$ cat config.mk
export PLATFORM = sky130hd
export DESIGN_NAME = btn_event
export DESIGN_NICKNAME = d
export VERILOG_FILES = /design/src/rtl/btn_event.sv
export SDC_FILE = /design/constraint.sdc
export NUM_CORES = 1
export LEC_CHECK = 0
export ABC_AREA = 1
export CAP_MARGIN = 20
export CORE_MARGIN = 2
export CORE_UTILIZATION = 40
export DETAILED_ROUTE_END_ITERATION = 16
export HOLD_SLACK_MARGIN = 0.02
export PLACE_DENSITY = 0.64
export SLEW_MARGIN = 30
export SYNTH_ARGS = -nofsm -noshare
export SYNTH_HDL_FRONTEND = slang
export SYNTH_SLANG_ARGS = --single-unit
export TNS_END_PERCENT = 100
$ cat constraint.sdc
create_clock -name clk -period 2.3 [get_ports clk]
set_clock_uncertainty 0.15 [all_clocks]
set_input_delay 0.23 -clock clk [delete_from_list [all_inputs] [get_ports clk]]
set_output_delay 0.23 -clock clk [all_outputs]
set_load 0.005 [all_outputs]
$ cat src/rtl/btn_event.sv
// Button event decoder: turns a debounced active-low button level into
// press/release/short/long/auto-repeat strobes plus a held level.
module btn_event #(
   parameter int unsigned LONG_PRESS_CLKS = 50000000,
   parameter int unsigned REPEAT_CLKS     = 10000000,
   parameter int unsigned CNT_W           = 32
) (
   input  logic       clk,
   input  logic       rst,
   input  logic       btn_in,
   output logic       press_pulse,
   output logic       release_pulse,
   output logic       short_pulse,
   output logic       long_pulse,
   output logic       repeat_pulse,
   output logic       held,
   output logic [1:0] state_dbg
);

   typedef enum logic [1:0] {
      IDLE      = 2'd0,
      PRESSED   = 2'd1,
      LONG_HELD = 2'd2
   } state_t;

   localparam logic [CNT_W-1:0] LONG_LAST   = CNT_W'(LONG_PRESS_CLKS - 1);
   localparam logic [CNT_W-1:0] REPEAT_LAST = CNT_W'(REPEAT_CLKS - 1);
   localparam logic [CNT_W-1:0] CNT_ONE     = CNT_W'(1);
   localparam logic [CNT_W-1:0] CNT_ZERO    = '0;

   state_t           state_q, state_d;
   logic [CNT_W-1:0] cnt_q, cnt_d;
   logic             btn_q;
   logic             press_q, press_d;
   logic             release_q, release_d;
   logic             short_q, short_d;
   logic             long_q, long_d;
   logic             repeat_q, repeat_d;
   logic             held_q, held_d;

   logic press_edge;
   logic release_edge;

   // btn_in is active-low: a falling level is a press, a rising level a release.
   assign press_edge   = btn_q & ~btn_in;
   assign release_edge = ~btn_q & btn_in;

   always_ff @(posedge clk) begin
      if (rst) begin
         state_q   <= IDLE;
         cnt_q     <= CNT_ZERO;
         btn_q     <= 1'b1;
         press_q   <= 1'b0;
         release_q <= 1'b0;
         short_q   <= 1'b0;
         long_q    <= 1'b0;
         repeat_q  <= 1'b0;
         held_q    <= 1'b0;
      end else begin
         state_q   <= state_d;
         cnt_q     <= cnt_d;
         btn_q     <= btn_in;
         press_q   <= press_d;
         release_q <= release_d;
         short_q   <= short_d;
         long_q    <= long_d;
         repeat_q  <= repeat_d;
         held_q    <= held_d;
      end
   end

   always_comb begin
      state_d   = state_q;
      cnt_d     = cnt_q;
      press_d   = 1'b0;
      release_d = 1'b0;
      short_d   = 1'b0;
      long_d    = 1'b0;
      repeat_d  = 1'b0;

      unique case (state_q)
         IDLE: begin
            cnt_d = CNT_ZERO;
            if (press_edge) begin
               state_d = PRESSED;
               press_d = 1'b1;
            end
         end
         PRESSED: begin
            // A release on the threshold edge wins over the long press.
            if (release_edge) begin
               state_d   = IDLE;
               cnt_d     = CNT_ZERO;
               release_d = 1'b1;
               short_d   = 1'b1;
            end else if (cnt_q == LONG_LAST) begin
               state_d = LONG_HELD;
               cnt_d   = CNT_ZERO;
               long_d  = 1'b1;
            end else begin
               cnt_d = cnt_q + CNT_ONE;
            end
         end
         LONG_HELD: begin
            if (release_edge) begin
               state_d   = IDLE;
               cnt_d     = CNT_ZERO;
               release_d = 1'b1;
            end else if (cnt_q == REPEAT_LAST) begin
               cnt_d    = CNT_ZERO;
               repeat_d = 1'b1;
            end else begin
               cnt_d = cnt_q + CNT_ONE;
            end
         end
         default: begin
            state_d = IDLE;
            cnt_d   = CNT_ZERO;
         end
      endcase

      held_d = (state_d != IDLE);
   end

   assign press_pulse   = press_q;
   assign release_pulse = release_q;
   assign short_pulse   = short_q;
   assign long_pulse    = long_q;
   assign repeat_pulse  = repeat_q;
   assign held          = held_q;
   assign state_dbg     = state_q;

endmodule
==> metrics.txt, run 1 <==
f_max 0.494 GHz; critical path's slowest cell dfxtp_1; adder-cell share of the synthesized area 2.82%; Hold Path Class reg -> reg; ANT nets after route 0; simple-gate area share of the yosys netlist 40.8%; io pins 11; Multi-input gate area 1210 um^2; total negative setup slack 0 ns; Synth area leaders dfxtp_1 (37%), nand2_1 (12%), nor2_1 (9.8%); vias in the first global route 1852; post_cts resized 0; DR WL/cell 11.3 um; Synth Instances 314; Slew HR 73.3%; hpwl dp 3520 um; post-synth top area cell dfxtp_1; CTS root buffer clkbuf_8; std cell rows 27; Layout area overhead 11.1%; met2 Usage GRT 28.2%; most common cell after layout, fill and taps aside nand2_1; net count after synthesis 322; H-tree levels 2; commonest non-fill, non-tap cells in the layout nand2_1 (73), nor2_1 (58), dfxtp_1 (41); required time of the critical path 2.32 ns; syn_area_per_cell 7.06 um^2; run status finished clean; sequential element share of the synthesized area 37.0%; Hold Vio Cnt, Final 0; Max Cap Violations 0; max-slew violation count 0; Bufs on Longest Clock Path 2; Antenna Cells 0; DRC viols 0; DR vias 1882; die width 78.4 um; Global Route met1 Usage 20.8%; drt initial violations 62; Compound-Gate Fraction of Synth Area 1.13%; CP Class reg -> reg; dpl cells 393; post-synth top area share 37.0%; mux contribution to synthesized area 0%; Worst Setup End Kind register; CTS tree done; Leak 0.836 nW; Finished Core Util 45.3%; global placement routability congestion 0.841; xor-xnor portion of the synthesized cell area 9.88%; initial antenna violation count 0; port bufs 10; Die H 78.4 um; GR peak layer met2; clock transition at the registers of the reported paths 0.08 ns; RSZ-0062 raised after global routing false; Post-Syn Area 2220 um^2; total gr overflow 0; final std cells w/o fill 401; cts bufs inserted 5; Worst EP arrival 2.05 ns; CP Max Fanout 32; crit-path cells ha_1 -> nand2_2 -> nor2_4 -> nand4_1 -> nor3_2 -> nand2_1 -> nand2_1 -> nand2_2 -> nand2_4 -> nor2_1; crit share post-route 88.0%; drt pass-1 iters 4; setup violators final 0; Ys Warns 0; Critical Path Max Stage Delay 0.37 ns; CP delay by family, top simple AND/OR/NAND/NOR gates; hold_buf cts 0; Max VDD drop 297 uV; Synth Register Bits 41; Seq. cell area 821 um^2; # nets final 336; layout cells sized above 1 10.6%; Slew @ Worst Pin 0.401 ns; vias per cell 4.69; filler cell count 588; Pwr per Cell Area 511 nW/um^2; largest net degree at the start of global routing 33; post-CTS setup buffers 0; total track usage 16.6%; global-route wire length before repair 8140 um; Starting Density 40.7%; FFs w/ async S/R, synth 0%; Startpoint Class register; later-pin clock latency in the skew report 0.30 ns; Post-Route WL 4540 um; Clock Sinks 41; Core Region 5440 um^2; met3 usage 4.37%; number of synthesized flops with an enable pin 0; die area 6150 um^2; Crit path buffers/inverters 0; Netlist cell types 22; main combinational cell family by area after synthesis simple AND/OR/NAND/NOR gates; min cycle time layout 2.03 ns; Main synth FF type dfxtp_1
sequential cells by signal, summed over array words and instances (netlist names):
signal         flops
release_pulse      1
cnt_q             32
btn_q              1
short_pulse        1
held               1
press_pulse        1
repeat_pulse       1
state_dbg          2
long_pulse         1
final cells by class:
type / count / area share (%)
inverters: 39 / 5.95
clock inverters: 3 / 1.02
clock buffers: 5 / 2.79
flip-flops and latches: 41 / 33.3
multi-input cells: 231 / 49.2
repair buffers: 10 / 4.07
well taps: 72 / 3.66
worst paths after layout:
path / slack, ns / depth (start not counted) / endpoint / startpoint
worst max-delay path: 0.27 / 10 / cnt_q[8] / cnt_q[0]
worst min-delay path: 0.31 / 1 / cnt_q[0] / cnt_q[0]
worst max register to register: 0.27 / 10 / cnt_q[8] / cnt_q[0]
worst min register to register: 0.31 / 1 / cnt_q[0] / cnt_q[0]
power by group:
| part | internal (mW) | switching, mW | leakage, nW |
|---|---|---|---|
| logic | 0.0213 | 0.0270 | 0.460 |
| registers | 0.716 | 0.00348 | 0.331 |
| clock network | 0.219 | 0.273 | 0.0447 |
stage by stage:
| stage | setup slack [ns] | total power, mW | hold WS, ns | instance area [um^2] |
|---|---|---|---|---|
| 6_report | 0.275 | 1.26 | 0.314 | 2460 |
| 5_1_grt | 0.104 | 1.32 | 0.330 | 2460 |
| 4_1_cts | 0.244 | 1.28 | 0.318 | 2460 |
| 3_5_place_dp | 0.269 | 0.785 | 0.300 | 2370 |
| 3_3_place_gp | 0.346 | 0.784 | 0.290 | 2370 |
| 2_1_floorplan | 0.606 | 0.767 | 0.157 | 2220 |
per-layer routing:
| layer | wire length (um) | part of all wire [%] |
|---|---|---|
| met1 | 2240 | 49 |
| met2 | 2090 | 46 |
| met3 | 195 | 4.3 |
| met4 | 13 | 0.29 |
| met5 | 0 | 0 |
logic make-up (layout without fill, tap and decap cells):
group / count (synthesis) / in the layout
xor+xnor: 25 / 25
simple gates: 196 / 196
flops: 41 / 41
buf+inv: 42 / 57
fa+ha+maj: 5 / 5
compound gates: 5 / 5
synthesized netlist by cell type, types with 5 or more instances:
| library cell | number |
|---|---|
| nor2_2 | 13 |
| xnor2_1 | 7 |
| nand3_1 | 12 |
| nand4_1 | 10 |
| nor2_1 | 58 |
| ha_1 | 5 |
| inv_1 | 38 |
| nor3_1 | 14 |
| xor2_1 | 18 |
| nand2_1 | 73 |
| dfxtp_1 | 41 |
Power figures use the tool's default switching activity.
==> run 2, diff against run 1 <==
Settings changed: CTS_BUF_LIST set to sky130_fd_sc_hd__clkbuf_4 sky130_fd_sc_hd__clkbuf_8 sky130_fd_sc_hd__clkbuf_16.
==> results of run 2 <==
The final DEF is identical to that of run 1; final timing and power are the same.
